### config.mk
export PLATFORM = sky130hd
export DESIGN_NAME = instr_fetch_buffer_flat
export DESIGN_NICKNAME = d
export VERILOG_FILES = /design/src/rtl/instr_fetch_buffer_if.sv /design/src/rtl/instr_fetch_buffer.sv /design/src/flat_wrapper.sv
export SDC_FILE = /design/constraint.sdc
export NUM_CORES = 1
export LEC_CHECK = 0
export BUFFER_PORTS_ARGS = -buffer_cell sky130_fd_sc_hd__buf_4
export CAP_MARGIN = 20
export CORE_MARGIN = 4
export CORE_UTILIZATION = 40
export CTS_BUF_LIST = sky130_fd_sc_hd__clkbuf_2 sky130_fd_sc_hd__clkbuf_4 sky130_fd_sc_hd__clkbuf_8
export CTS_CLUSTER_SIZE = 8
export DETAILED_ROUTE_END_ITERATION = 6
export MAX_ROUTING_LAYER = met4
export PLACE_DENSITY = 0.77
export SLEW_MARGIN = 20
export SYNTH_ARGS = -nofsm -noshare
export SYNTH_HDL_FRONTEND = slang
export SYNTH_SLANG_ARGS = --single-unit
### constraint.sdc
create_clock -name clk -period 2.7 [get_ports clk]
set_input_delay 0.405 -clock clk [delete_from_list [all_inputs] [get_ports clk]]
set_output_delay 0.405 -clock clk [all_outputs]
set_load 0.05 [all_outputs]
### src/rtl/instr_fetch_buffer_if.sv
// rtl/instr_fetch_buffer_if.sv - fetch/decode handshake bundle for the instruction fetch buffer
interface instr_fetch_buffer_if;
  logic [7:0] mem_data;
  logic       mem_valid;
  logic [7:0] pc_in;
  logic       flush;
  logic       id_ready;
  logic       fetch_req;
  logic       if_valid;
  logic [3:0] if_opcode;
  logic [1:0] if_ra;
  logic [1:0] if_rb;
  logic [7:0] if_imm;
  logic       if_two_byte;
  logic [7:0] if_pc;

  // Surrounding pipeline: memory, PC logic and decode stage
  modport master (
    output mem_data, mem_valid, pc_in, flush, id_ready,
    input  fetch_req, if_valid, if_opcode, if_ra, if_rb, if_imm, if_two_byte, if_pc
  );

  // The fetch buffer itself
  modport slave (
    input  mem_data, mem_valid, pc_in, flush, id_ready,
    output fetch_req, if_valid, if_opcode, if_ra, if_rb, if_imm, if_two_byte, if_pc
  );
endinterface

### src/rtl/instr_fetch_buffer.sv
// rtl/instr_fetch_buffer.sv - byte-wide fetch buffer assembling one/two-byte instructions
module instr_fetch_buffer (
  input  logic                  clk,
  input  logic                  reset,
  instr_fetch_buffer_if.slave   fb
);

  typedef enum logic [1:0] {
    EMPTY = 2'd0,
    HALF  = 2'd1,
    FULL  = 2'd2
  } state_t;

  state_t state;
  state_t state_nxt;
  logic   fetch_ok;
  logic   accept;
  logic   load_byte1;
  logic   load_byte2;
  logic   is_two_byte;

  // Opcode 12 (LDM) carries an immediate byte; everything else is single byte
  assign is_two_byte  = (fb.mem_data[7:4] == 4'd12);
  assign fb.fetch_req = fetch_ok;

  // State register; reset drops any partial or held instruction
  always_ff @(posedge clk or negedge reset) begin
    if (!reset) begin
      state <= EMPTY;
    end else begin
      state <= state_nxt;
    end
  end

  // Next state, byte acceptance and capture enables; flush wins over everything
  always_comb begin
    state_nxt  = state;
    load_byte1 = 1'b0;
    load_byte2 = 1'b0;
    // fetch_req is gated by reset so the PC never advances while held in reset
    fetch_ok   = reset && !fb.flush && ((state != FULL) || fb.id_ready);
    accept     = fetch_ok && fb.mem_valid;
    if (fb.flush) begin
      state_nxt = EMPTY;
    end else begin
      case (state)
        EMPTY: begin
          if (accept) begin
            load_byte1 = 1'b1;
            state_nxt  = is_two_byte ? HALF : FULL;
          end
        end
        HALF: begin
          if (accept) begin
            load_byte2 = 1'b1;
            state_nxt  = FULL;
          end
        end
        FULL: begin
          if (fb.id_ready) begin
            if (accept) begin
              // Decode takes the held instruction while the next byte1 lands: no bubble
              load_byte1 = 1'b1;
              state_nxt  = is_two_byte ? HALF : FULL;
            end else begin
              state_nxt = EMPTY;
            end
          end
        end
        default: state_nxt = EMPTY;
      endcase
    end
  end

  // Registered instruction fields; they move only on capture, flush or reset
  always_ff @(posedge clk or negedge reset) begin
    if (!reset) begin
      fb.if_valid    <= 1'b0;
      fb.if_opcode   <= 4'd0;
      fb.if_ra       <= 2'd0;
      fb.if_rb       <= 2'd0;
      fb.if_imm      <= 8'h00;
      fb.if_two_byte <= 1'b0;
      fb.if_pc       <= 8'h00;
    end else begin
      fb.if_valid <= (state_nxt == FULL);
      if (fb.flush) begin
        fb.if_opcode   <= 4'd0;
        fb.if_ra       <= 2'd0;
        fb.if_rb       <= 2'd0;
        fb.if_imm      <= 8'h00;
        fb.if_two_byte <= 1'b0;
        fb.if_pc       <= 8'h00;
      end else if (load_byte1) begin
        fb.if_opcode   <= fb.mem_data[7:4];
        fb.if_ra       <= fb.mem_data[3:2];
        fb.if_rb       <= fb.mem_data[1:0];
        fb.if_imm      <= 8'h00;
        fb.if_two_byte <= 1'b0;
        fb.if_pc       <= fb.pc_in;
      end else if (load_byte2) begin
        fb.if_imm      <= fb.mem_data;
        fb.if_two_byte <= 1'b1;
      end
    end
  end

endmodule

### src/flat_wrapper.sv
// flat-port wrapper written by rule: the top's interface ports become plain ports
module instr_fetch_buffer_flat 
  (clk, reset, fb_mem_data, fb_mem_valid, fb_pc_in, fb_flush, fb_id_ready, fb_fetch_req, fb_if_valid, fb_if_opcode, fb_if_ra, fb_if_rb, fb_if_imm, fb_if_two_byte, fb_if_pc);
  instr_fetch_buffer_if fb_i ();
  input  logic clk;
  input  logic reset;
  input wire logic [$bits(fb_i.mem_data)-1:0] fb_mem_data;
  input wire logic [$bits(fb_i.mem_valid)-1:0] fb_mem_valid;
  input wire logic [$bits(fb_i.pc_in)-1:0] fb_pc_in;
  input wire logic [$bits(fb_i.flush)-1:0] fb_flush;
  input wire logic [$bits(fb_i.id_ready)-1:0] fb_id_ready;
  output wire logic [$bits(fb_i.fetch_req)-1:0] fb_fetch_req;
  output wire logic [$bits(fb_i.if_valid)-1:0] fb_if_valid;
  output wire logic [$bits(fb_i.if_opcode)-1:0] fb_if_opcode;
  output wire logic [$bits(fb_i.if_ra)-1:0] fb_if_ra;
  output wire logic [$bits(fb_i.if_rb)-1:0] fb_if_rb;
  output wire logic [$bits(fb_i.if_imm)-1:0] fb_if_imm;
  output wire logic [$bits(fb_i.if_two_byte)-1:0] fb_if_two_byte;
  output wire logic [$bits(fb_i.if_pc)-1:0] fb_if_pc;
  assign fb_i.mem_data = fb_mem_data;
  assign fb_i.mem_valid = fb_mem_valid;
  assign fb_i.pc_in = fb_pc_in;
  assign fb_i.flush = fb_flush;
  assign fb_i.id_ready = fb_id_ready;
  assign fb_fetch_req = fb_i.fetch_req;
  assign fb_if_valid = fb_i.if_valid;
  assign fb_if_opcode = fb_i.if_opcode;
  assign fb_if_ra = fb_i.if_ra;
  assign fb_if_rb = fb_i.if_rb;
  assign fb_if_imm = fb_i.if_imm;
  assign fb_if_two_byte = fb_i.if_two_byte;
  assign fb_if_pc = fb_i.if_pc;
  instr_fetch_buffer u_core (.clk(clk), .reset(reset), .fb(fb_i));
endmodule
# Word level (Yosys, flattened, before mapping)

Index checks and enable logic that the tools add are counted.
Widths: inputs -> output; s select.

Eq/ne operators: 5
Multiplexer cells: 27
Reduce and logical (&&, ||, !) cells: 8

Operators by type and width:

| kind               | number |
|---|---|
| $mux 8             | 5 |
| $mux 2             | 10 |
| $mux 1             | 8 |
| $mux 4             | 2 |
| $pmux 2 s3         | 1 |
| $eq 2x2->1 const B | 2 |
| $eq 4x4->1 const B | 1 |
| $logic_and 1x1->1  | 3 |
| $reduce_bool 3->1  | 1 |
| $eq 2x1->1 const B | 1 |
| $logic_not 2->1    | 1 |
| $ne 2x2->1 const B | 1 |
| $pmux 1 s2         | 1 |
| $reduce_bool 2->1  | 1 |
| $logic_not 1->1    | 1 |
| $logic_or 1x1->1   | 1 |

Register bits after elaboration: 28
Bits of input ports: 21
Output and inout port bits: 27
Word-level logic and storage cells: 48

# Longest topological paths before layout

Gate-level depths: netlist of the first run.

Depth after elaboration: 10
Gate-level depth with buffers: 5
Mapped depth without buffers: 3

# Least setup slack after synthesis of the first run

No wires, ideal clock.

Path kind: input to register
Start: in fb_id_ready
End: reg u_core.fb.if_opcode[0]
Setup time: 0.125 ns
Data arrival time: 1.562 ns
Required time: 2.575 ns
Slack: 1.013 ns
Cell stages on the path: 5
Buffers on the path: 2
Cells stage by stage: and2b_1 -> or4_4 -> buf_6 -> buf_12 -> mux2_4

Longest elaborated chain between the ends: 8

RTL lines:

| item                            | line                                               | text |
|---|---|---|
| start: declaration              | flat_wrapper.sv:11                                 | `input wire logic [$bits(fb_i.id_ready)-1:0] fb_id_ready;` |
| $logic_or 1x1->1                | instr_fetch_buffer.sv:41                           | `fetch_ok = reset && !fb.flush && ((state != FULL) \|\| fb.id_ready);` |
| $logic_and 1x1->1               | instr_fetch_buffer.sv:41                           |  |
| $logic_and 1x1->1               | instr_fetch_buffer.sv:42                           | `accept = fetch_ok && fb.mem_valid;` |
| $mux 1                          | instr_fetch_buffer.sv:48, instr_fetch_buffer.sv:61 |  |
| $mux 1                          | instr_fetch_buffer.sv:60                           | `if (fb.id_ready) begin` |
| $pmux 1 s2 (*)                  | instr_fetch_buffer.sv:46                           | `case (state)` |
| $mux 1 (*)                      | instr_fetch_buffer.sv:43                           | `if (fb.flush) begin` |
| $reduce_bool 2->1 (no line) (*) | n/a                                                |  |
| end signal: assignment          | instr_fetch_buffer.sv:95                           | `fb.if_opcode <= fb.mem_data[7:4];` |
| end: declaration                | instr_fetch_buffer_if.sv:26                        | `output fetch_req, if_valid, if_opcode, if_ra, if_rb, if_imm, if_two_byte, if_pc` |

Mark *: on every way between the ends. The rest lies on a longest branch, timed or not.
A chain may end at the register's enable or synchronous reset.

# Worst setup path after layout of the first run

Start: reg u_core.state[0]
End: out fb_fetch_req

Longest elaborated chain between the ends: 3

RTL lines:

| item                     | line                     | text |
|---|---|---|
| start: declaration       | instr_fetch_buffer.sv:14 | `state_t state;` |
| start signal: assignment | instr_fetch_buffer.sv:31 | `state <= state_nxt;` |
| $ne 2x2->1               | instr_fetch_buffer.sv:41 |  |
| $logic_or 1x1->1         | instr_fetch_buffer.sv:41 |  |
| $logic_and 1x1->1        | instr_fetch_buffer.sv:41 |  |
| end: declaration         | flat_wrapper.sv:12       | `output wire logic [$bits(fb_i.fetch_req)-1:0] fb_fetch_req;` |

No other way between the ends.

==> metrics.txt, run 1 <==
Clock Sinks=28; Worst-Margin Slew=387.4 ps; post-CTS setup buffers=0; CP Data Required Time=2300 ps; RSZ-0062 raised after global routing=false; PnR Total Power=807.6 uW; period utilization=0.6654; Arr. time, crit path=1390 ps; Area after DPL=1670 sq um; HP Class=in -> async; Post-Synthesis Cells=95; clk slew on worst S/H paths=140 ps; DR vias/cell=4.914; Avg Cell Area, Syn=13.75 sq um; Final Max Tran Viols=0; maxcap violations=0; initial antenna violation count=0; Starting Density=0.4244; detailed placer's ending HPWL=2167 um; Total Routed Length=2829 um; CTS root buffer=clkbuf_4; area grow syn2layout=30.65%; Final #Nets=164; Final Cell Area=1707 sq um; core area=3078 sq um; Pint=584.3 uW; Synth Warn #=0; status=complete, no violations; TNS Setup=0 ps; sw frac=0.2764; Comb power frac=0.207; Seq. cell area=700.7 sq um; # IOs=48; Post-Layout Cell Count=186; largest area contributor in the netlist=dfrtp_1; Synth cell types=26; TritonRoute pass-1 iters=4; fill count=284; Synth Register Bits=28; post-synthesis sequential area ratio=0.5364; largest net degree at the start of global routing=34; Max Clock Skew=1.681 ps; number of buffers created by CTS=3; Synth area leaders=dfrtp_1 (54%), mux2_4 (11%), and2b_1 (6.3%); P per Cell Area=473.2 nW/um^2; area of the multi-input gates=546.8 sq um; sw power=223.2 uW; Fmax=556.6 MHz; register share of total power=0.548; worst vdd ir=0.0004137 V; R2R depth=3; Cell Area, Synth=1306 sq um; die footprint=4244 sq um; number of setup violations in the final report=0; DRC viols=0; Routed WL per cell=15.21 um; Antenna Nets Post-Route=0; Setup CP Type=reg -> out; routability cong.=0.7002; clock latency on the worst-skew pair=320 ps; Crit. End Element=output pin; n_diodes=0; Chip Height=65.15 um; Resized Gates After CTS=0; top cell type's share of synthesized area=0.5364; Critical R2R Launch=u_core.state[1]$_DFF_PN0_; Hold Vio Cnt, Final=0; dpl ws=908.9 ps; total grt overflow=0; Initial DRC Count=54; die width=65.15 um; Port Buffers=47; wire length of the first global-routing pass=4643 um; relative slew slack=0.7417; Critical Path Start Type=flop; layout cell share with drive strength beyond 1=0.5211; Crit. Startpoint=u_core.state[0]$_DFF_PN0_; proportion of power drawn by the clock network=0.245; clock buffer depth=2; Worst Path Max Fanout=8; Worst Slack Setup Final=903.5 ps; LEAKAGE=0.9281 nW; All-Layer GR Usage=0.1449; CTS tree=built; Synth Net Count=116; vias in the first global route=962; CTS H-tree lvls=1; dpl cells=182; vias after detailed routing=914; final period demand of the worst path=1796 ps; # rows=20; hold_buf cts=0
-- power groups by stage --
stage	Clock, mW	Sequential, mW	Combinational, mW
global placement	0	0.451	0.165
CTS	0.207	0.443	0.169
detailed placement	0	0.451	0.169
global route	0.231	0.445	0.177
finish	0.198	0.443	0.167
floorplan	0	0.500	0.0525
-- metal layers --
metal	GRT usage	share of wire
met3	0.04615	0.072
met4	0.007772	0
met5	-	0
met2	0.2414	0.49
met1	0.1835	0.43
-- cells by family (layout without fill, tap and decap cells) --
group	Yosys count	count (layout)	synth area share
AO/OA/AOI/OAI	17	17	0.1034
buffers and inverters	7	54	0.04502
multiplexers	16	16	0.1667
AND/OR/NAND/NOR	27	27	0.1485
flip-flops	28	28	0.5364
-- sequential cells by signal, summed over array words and instances, names as in the netlist --
name	flops
u_core.fb.if_ra	2
u_core.fb.if_imm	8
u_core.state	2
u_core.fb.if_rb	2
u_core.fb.if_pc	8
u_core.fb.if_two_byte	1
u_core.fb.if_valid	1
u_core.fb.if_opcode	4
-- synthesized netlist by cell type --
cell            instances
a311oi_1                1
nand2b_1                1
a22o_1                  8
buf_12                  1
dfrtp_1                28
nor2b_1                 7
and2b_1                11
nand2_1                 1
dlymetal6s2s_1          1
and4_2                  1
nor3_1                  2
mux2_4                 10
inv_1                   2
o21ai_0                 1
a21oi_1                 3
mux2_2                  6
nand2_2                 1
nand4bb_1               1
o21a_1                  1
a31o_2                  1
o311a_2                 1
a32oi_1                 1
buf_6                   1
clkbuf_1                2
or4_4                   1
or4_2                   1
-- worst paths after layout --
| path | to | slack, ps |
|---|---|---|
| worst max-delay path | fb_fetch_req | 900 |
| worst min register to register | u_core.fb.if_imm[5]$_DFFE_PN0P_ | 520 |
| worst max register to register | u_core.fb.if_opcode[0]$_DFFE_PN0N_ | 1000 |
| worst min-delay path | u_core.fb.if_ra[1]$_DFFE_PN0N_ | 100 |
| max in group asynchronous | u_core.fb.if_pc[6]$_DFFE_PN0N_ | 2330 |
| min in group clk | u_core.fb.if_pc[6]$_DFFE_PN0N_ | 300 |
-- metrics by stage --
| stage | hold WS [ps] | util |
|---|---|---|
| after global placement | 456.1 | 0.5427 |
| final | 95.69 | 0.5545 |
| after detailed placement | 464.3 | 0.5427 |
| after global routing | 96.50 | 0.5545 |
| after floorplan | 109.4 | - |
| after CTS | 96.96 | 0.5545 |
-- final cells by class --
class,count,area share
repair buffers,48,0.2111
well taps,44,0.03226
inverters,2,0.004399
multi-input cells,60,0.3204
clock buffers,4,0.02126
flip-flops and latches,28,0.4106
-- critical path: stages (launching register included) --
cell     delay, ps
dfrtp_1        470
o311a_2        410
buf_4          190
-- cells in the final DEF (no fill, tap or decap), types with 2 or more instances in the layout --
cell and count:
nor3_1 2, dfrtp_1 28, nor2b_1 7, inv_1 2, clkbuf_4 3, and2b_1 11, buf_4 48, mux2_2 6
a22o_1 8, mux2_4 10, a21oi_1 3
(Power assumes the default switching activity.)
==> run 2, diff against run 1 <==
--- a/config.mk
+++ b/config.mk
@@ -5,6 +5,7 @@
 export SDC_FILE = /design/constraint.sdc
 export NUM_CORES = 1
 export LEC_CHECK = 0
+export ABC_AREA = 1
 export BUFFER_PORTS_ARGS = -buffer_cell sky130_fd_sc_hd__buf_4
 export CAP_MARGIN = 20
 export CORE_MARGIN = 4
==> constraint.sdc (replaced) <==
create_clock -name clk -period 1.7 [get_ports clk]
set_input_delay 0.255 -clock clk [delete_from_list [all_inputs] [get_ports clk]]
set_output_delay 0.255 -clock clk [all_outputs]
set_load 0.05 [all_outputs]
==> run 2 against run 1 <==
  * Critical path depth grew 3
  * Utilization grew 0.71 points
  * Global-route usage grew 1.6 points
  * Combinational power grew 110%
  * Total power grew 88%
  * Hold slack gained 20 ps
  * Via count grew 17%
  * Largest power group unchanged
  * Highest routed layer is now met4
  * Wire length grew 10%
  * Register-to-register slack lost 590 ps
  * Clock skew grew 2.2 ps
  * Setup slack lost 750 ps
  * Critical path type unchanged
==> metrics.txt, run 2 <==
status=complete, no violations; maxcap violations=0 (unchanged); Port Buffers=47 (unchanged); Crit-path slowest cell=dfrtp_1; fill count=281 (-1.1%); CTS root buffer=clkbuf_4; Antenna Nets Post-Route=0 (unchanged); grt met3 use=0.01406 (-0.03209); Arr. time, crit path=1300 ps (-90 ps); Synth area leaders=dfrtp_1 (56%), nand2_1 (16%), nand3_1 (8.7%); top cell type's share of synthesized area=0.5556 (+0.01916); initial antenna violation count=0 (unchanged); relative slew slack=0.7710 (+0.02924); n_diodes=0 (unchanged); top cell types by occurrence after synthesis=nand2_1 (53), dfrtp_1 (28), nand3_1 (22), a21oi_1 (5), nand3_2 (4); sw frac=0.3055 (+0.02912); TritonRoute pass-1 iters=4 (unchanged); Starting Density=0.4165 (-0.007861); commonest non-fill, non-tap cells in the layout=nand2_1 (53), buf_4 (48), dfrtp_1 (28), nand3_1 (22), a21oi_1 (5); LEAKAGE=0.9314 nW (+0.36%); Synth cell types=21 (-19%); detailed placer's ending HPWL=2322 um (+7.1%); Clock Sinks=28 (unchanged); DR vias/cell=4.718 (-4.0%); Seq. cell area=700.7 sq um (unchanged); sw power=463.5 uW (+110%); Synth Warn #=0 (unchanged); clock buffer depth=2 (unchanged); HP Class=in -> reg; Cell Area, Synth=1261 sq um (-3.4%); top-count cell post-synth=nand2_1; Comb power frac=0.233 (+0.026); # rows=20 (unchanged); number of setup violations in the final report=0 (unchanged); Initial DRC Count=52 (-3.7%); DRC viols=0 (unchanged); dpl cells=222 (+22%); Post-synth EDFFs=0 (unchanged); die footprint=4115 sq um (-3.0%); Critical Path Start Type=flop; P per Cell Area=892.1 nW/um^2 (+89%); Post-synth top flop=dfrtp_1; met2 global-route usage=0.2916 (+0.05023); Final #Nets=205 (+25%); gr busiest metal=met2; proportion of power drawn by the clock network=0.288 (+0.043); Worst-Margin Slew=343.5 ps (-43.86 ps); final period demand of the worst path=1550 ps; asr flop ratio synth=1.000 (unchanged); Resized Gates After CTS=0 (unchanged); Chip Height=64.15 um (-1.5%); post-synthesis sequential area ratio=0.5556 (+0.01916); CTS tree=built; area grow syn2layout=34.82%; Max Clock Skew=3.927 ps (+2.246 ps); period utilization=0.9119; vias after detailed routing=1071 (+17%); # IOs=48 (unchanged); number of buffers created by CTS=3 (unchanged); wire length of the first global-routing pass=5037 um (+8.5%); routability cong.=0.7527 (+7.5%); Synth Register Bits=28 (unchanged); Avg Cell Area, Syn=9.412 sq um (-32%); clock latency on the worst-skew pair=330 ps (about the same); core area=3028 sq um (-1.6%); most common cell after layout, fill and taps aside=nand2_1; vias in the first global route=1076 (+12%); largest net degree at the start of global routing=29 (-15%); R2R depth=6 (+3); CP Data Required Time=1440 ps (-860 ps); Post-Layout Cell Count=227 (+22%); Fmax=645.1 MHz; Area after DPL=1638 sq um (-1.9%); Worst path most repeated cell=inv_2; TNS Setup=0 ps (unchanged); worst hold endpoint=u_core.fb.if_valid$_DFF_PN0_; CTS H-tree lvls=1 (unchanged); All-Layer GR Usage=0.1607 (+0.01583); Worst Path Max Fanout=4 (-4); Crit. End Element=output pin; max incr delay on CP=440 ps (-30 ps); Routed WL per cell=13.75 um (-9.6%); met1 global-route usage=0.1821 (-0.001390); Final Max Tran Viols=0 (unchanged); Final Cell Area=1700 sq um (-0.37%); Critical R2R Launch=u_core.state[1]$_DFF_PN0_; Total Routed Length=3121 um (+10%); Post-Synthesis Cells=134 (+41%); Pint=1.053 mW (+80%); die width=64.15 um (-1.5%); Synth Net Count=155 (+34%); register share of total power=0.479 (-0.069); largest area contributor in the netlist=dfrtp_1; reg-to-reg slack, setup=410 ps (-590 ps); total grt overflow=0 (unchanged); PnR Total Power=1.517 mW (+88%); hold depth=2; RSZ-0062 raised after global routing=false; Largest regs=u_core.fb.if_imm: 8 flops, u_core.fb.if_pc: 8 flops, u_core.fb.if_opcode: 4 flops; hold path start=fb_flush; Hold Vio Cnt, Final=0 (unchanged); layout cell share with drive strength beyond 1=0.3607 (-0.1605); worst flop-to-flop path endpoint=u_core.fb.if_opcode[0]$_DFFE_PN0N_; area of the multi-input gates=474.2 sq um (-13%); Setup CP Type=reg -> out; worst vdd ir=0.0004406 V (+6.5%); worst-path cell chain=inv_2 > nand3_1 > nand2_1 > inv_2 > buf_4; clk slew on worst S/H paths=150 ps (about the same)
## run 2: cell types whose count changed after synthesis, sizes merged, moves of 2 or more
cell	before	now
a21oi	3	5
a22o	8	0
and2b	11	0
buf	2	4
clkbuf	2	0
inv	2	6
mux2	16	0
nand2	2	54
nand3	0	27
nor2	0	4
nor2b	7	0
or4	2	0
## run 2: repair_timing
action | CTS | global route
hold endpoints to repair | 28 | 0
hold buffers | 1 | 0
buffers inserted | 0 | 0
endpoints found under the setup margin | 0 | 0
## run 2: how the worst max path moves through the flow
stage	slack [ps]	start	cells past startpoint	end
final	150	u_core.state[0]$_DFF_PN0_	5	fb_fetch_req
after CTS	140	u_core.state[0]$_DFF_PN0_	5	fb_fetch_req
after detailed placement	440	fb_id_ready	8	u_core.fb.if_imm[5]$_DFFE_PN0P_
after global routing	70	u_core.state[0]$_DFF_PN0_	5	fb_fetch_req
after floorplan	440	u_core.state[0]$_DFF_PN0_	8	u_core.fb.if_imm[3]$_DFFE_PN0P_
after global placement	480	fb_id_ready	8	u_core.fb.if_imm[3]$_DFFE_PN0P_
## run 2: per-layer routing
metal | up-vias | part of all wire
met3 | 5 | 0.033
met4 | 0 | 0.019
met2 | 29 | 0.54
li1 | 528 | -
met5 | - | 0
met1 | 509 | 0.40
## run 2: final cells by class
| cell class | count | area share |
|---|---|---|
| repair buffers | 49 | 0.2178 |
| well taps | 44 | 0.03238 |
| clock inverters | 1 | 0.01766 |
| clock buffers | 3 | 0.01325 |
| flip-flops and latches | 28 | 0.4121 |
| inverters | 8 | 0.02796 |
| multi-input cells | 94 | 0.2789 |
## run 2: critical path: cells and delay by family (launching register included)
| kind | cells | cell delay (ps) |
|---|---|---|
| and+or+nand+nor | 2 | 170 |
| DFF | 1 | 440 |
| buffers and inverters | 3 | 350 |
## run 2: cells by family after synthesis
group / Yosys count / share of synthesized area
AND/OR/NAND/NOR: 87 / 0.3472
flip-flops: 28 / 0.5556
buffers and inverters: 12 / 0.06845
AO/OA/AOI/OAI: 7 / 0.02877
## run 2: metrics by stage
| step | hold slack [ps] | setup slack (ps) | utilization |
|---|---|---|---|
| 3_5_place_dp | 300.5 | 436.5 | 0.5409 |
| 3_3_place_gp | 290.5 | 475.4 | 0.5409 |
| 5_1_grt | 106.1 | 66.72 | 0.5616 |
| 4_1_cts | 108.9 | 139.3 | 0.5616 |
| 2_1_floorplan | -40.59 | 444.7 | - |
| 6_report | 115.8 | 149.8 | 0.5616 |
## run 2: power by group through the flow
stage                     registers, mW  clock network, mW  logic [mW]
after floorplan                   0.861                  0      0.0955
after global placement            0.736                  0       0.347
after detailed placement          0.738                  0       0.354
after CTS                         0.726              0.448       0.357
after global routing              0.733              0.480       0.374
final                             0.726              0.437       0.353
==> run 3, diff against run 2 <==
--- a/config.mk
+++ b/config.mk
@@ -8,13 +8,15 @@
 export ABC_AREA = 1
 export BUFFER_PORTS_ARGS = -buffer_cell sky130_fd_sc_hd__buf_4
 export CAP_MARGIN = 20
+export CELL_PAD_IN_SITES_DETAIL_PLACEMENT = 1
+export CELL_PAD_IN_SITES_GLOBAL_PLACEMENT = 1
 export CORE_MARGIN = 4
-export CORE_UTILIZATION = 40
+export CORE_UTILIZATION = 36
 export CTS_BUF_LIST = sky130_fd_sc_hd__clkbuf_2 sky130_fd_sc_hd__clkbuf_4 sky130_fd_sc_hd__clkbuf_8
 export CTS_CLUSTER_SIZE = 8
 export DETAILED_ROUTE_END_ITERATION = 6
 export MAX_ROUTING_LAYER = met4
-export PLACE_DENSITY = 0.77
+export PLACE_DENSITY = 0.9
 export SLEW_MARGIN = 20
 export SYNTH_ARGS = -nofsm -noshare
 export SYNTH_HDL_FRONTEND = slang
==> run 3 against run 2 <==
  * Clock power is 2% higher
  * First-iteration DRC count decreased by 9.6%
  * Utilization fell by 5.5 points
  * Critical endpoint unchanged
==> metrics.txt, run 3 (synthesis gave the netlist of run 2 again) <==
Resized Gates After CTS=0 (unchanged); Area after DPL=1640 sq um (+0.15%); Arr. time, crit path=1350 ps (+50 ps); CTS H-tree lvls=1 (unchanged); most common cell after layout, fill and taps aside=nand2_1; Core Util, Final=0.5063 (-0.05525); Worst-Margin Slew=360.1 ps (+16.52 ps); Critical Path Start Type=flop; Port Buffers=47 (unchanged); Largest regs=u_core.fb.if_imm: 8 flops, u_core.fb.if_pc: 8 flops, u_core.fb.if_opcode: 4 flops; DRC viols=0 (unchanged); hold depth=2 (unchanged); commonest non-fill, non-tap cells in the layout=nand2_1 (53), buf_4 (48), dfrtp_1 (28), nand3_1 (22), a21oi_1 (5); Fmax=624.2 MHz (-3.2%); TNS Setup=0 ps (unchanged); routability cong.=0.7597 (+0.93%); Routed WL per cell=15.42 um (+12%); hold path start=fb_flush; worst flop-to-flop path endpoint=u_core.fb.if_imm[3]$_DFFE_PN0P_; Final #Nets=205 (unchanged); reg-to-reg slack, setup=280 ps (-130 ps); clock latency on the worst-skew pair=340 ps (about the same); Total Routed Length=3532 um (+13%); P per Cell Area=896.9 nW/um^2 (+0.54%); Initial DRC Count=47 (-9.6%); CP Data Required Time=1440 ps (about the same); # rows=21 (+5.0%); All-Layer GR Usage=0.1681 (+0.007398); Clock Sinks=28 (unchanged); vias in the first global route=1201 (+12%); HP Class=in -> reg; die footprint=4515 sq um (+9.7%); final period demand of the worst path=1602 ps (+51.91 ps); Antenna Nets Post-Route=0 (unchanged); clk slew on worst S/H paths=150 ps (about the same); Starting Density=0.3750 (-0.04153); Setup CP Type=reg -> out; # IOs=48 (unchanged); Crit. Startpoint=u_core.state[0]$_DFF_PN0_; TritonRoute pass-1 iters=4 (unchanged); clock buffer depth=2 (unchanged); Crit. End Element=output pin; status=complete, no violations; number of buffers created by CTS=3 (unchanged); Chip Height=67.19 um (+4.7%); CTS root buffer=clkbuf_4; number of setup violations in the final report=0 (unchanged); initial antenna violation count=0 (unchanged); Final Max Tran Viols=0 (unchanged); n_diodes=0 (unchanged); wire length of the first global-routing pass=5561 um (+10%); period utilization=0.9424 (+0.03054); layout cell share with drive strength beyond 1=0.3607 (unchanged); Critical Path End=fb_fetch_req; Worst Path Max Fanout=4 (unchanged); relative slew slack=0.7600 (-0.01101); Hold Vio Cnt, Final=0 (unchanged); maxcap violations=0 (unchanged); vias after detailed routing=1098 (+2.5%); core area=3363 sq um (+11%); RSZ-0062 raised after global routing=false; Critical R2R Launch=u_core.state[0]$_DFF_PN0_; Seq. cell area=700.7 sq um (unchanged); CTS tree=built; fill count=421 (+50%); hold_ws=112.3 ps (-3.494 ps); R2R depth=8 (+2); Max Clock Skew=10.90 ps (+6.976 ps); DR vias/cell=4.795 (+1.6%); area grow syn2layout=35.02%; largest net degree at the start of global routing=29 (unchanged); LEAKAGE=0.9314 nW (unchanged); detailed placer's ending HPWL=2653 um (+14%); Final Cell Area=1703 sq um (+0.15%); worst vdd ir=0.0003854 V (-13%); area of the multi-input gates=474.2 sq um (unchanged); total grt overflow=0 (unchanged); die width=67.19 um (+4.7%)
## run 3: cell counts in the layout (fill, tap and decap cells not counted)
No cell type changed its count.
## run 3: per-stage QoR
| step | setup slack, ps | instances | power [mW] |
|---|---|---|---|
| floorplan | 444.7 | 134 | 0.9564 |
| global placement | 416.8 | 224 | 1.084 |
| detailed placement | 305.9 | 224 | 1.094 |
| CTS | 95.77 | 229 | 1.535 |
| global route | 53.12 | 229 | 1.589 |
| finish | 97.86 | 229 | 1.527 |
## run 3: cell type report
cell class | count | share of cell area
clock inverters | 1 | 0.01763
well taps | 46 | 0.03380
clock buffers | 3 | 0.01323
repair buffers | 49 | 0.2175
flip-flops and latches | 28 | 0.4115
inverters | 8 | 0.02792
multi-input cells | 94 | 0.2785
## run 3: what timing repair did
| action | CTS | global route |
|---|---|---|
| setup buffers | 0 | 0 |
| hold endpoints to repair | 28 | 0 |
| hold buffers | 1 | 0 |
## run 3: worst min path at each step
stage	endpoint
2_1_floorplan	u_core.fb.if_imm[0]$_DFFE_PN0P_
3_3_place_gp	u_core.fb.if_valid$_DFF_PN0_
3_5_place_dp	u_core.fb.if_valid$_DFF_PN0_
4_1_cts	u_core.fb.if_valid$_DFF_PN0_
5_1_grt	u_core.state[1]$_DFF_PN0_
6_report	u_core.fb.if_valid$_DFF_PN0_
## run 3: worst max-delay path, stage by stage (launching register included)
cell and delay, ps:
dfrtp_1 440, inv_2 120, nand3_1 130, nand2_1 100, inv_2 50, buf_4 180
## run 3: report_power, final
part	total, mW	internal, mW	switching [mW]
clock network	0.445	0.239	0.207
registers	0.727	0.703	0.0240
logic	0.355	0.112	0.243
total	1.53	1.05	0.474
## run 3: routing by layer
metal	wire length, um	GRT usage
met5	0	-
met4	57	0.05823
met3	117	0.02163
met2	1892	0.2920
met1	1464	0.2004
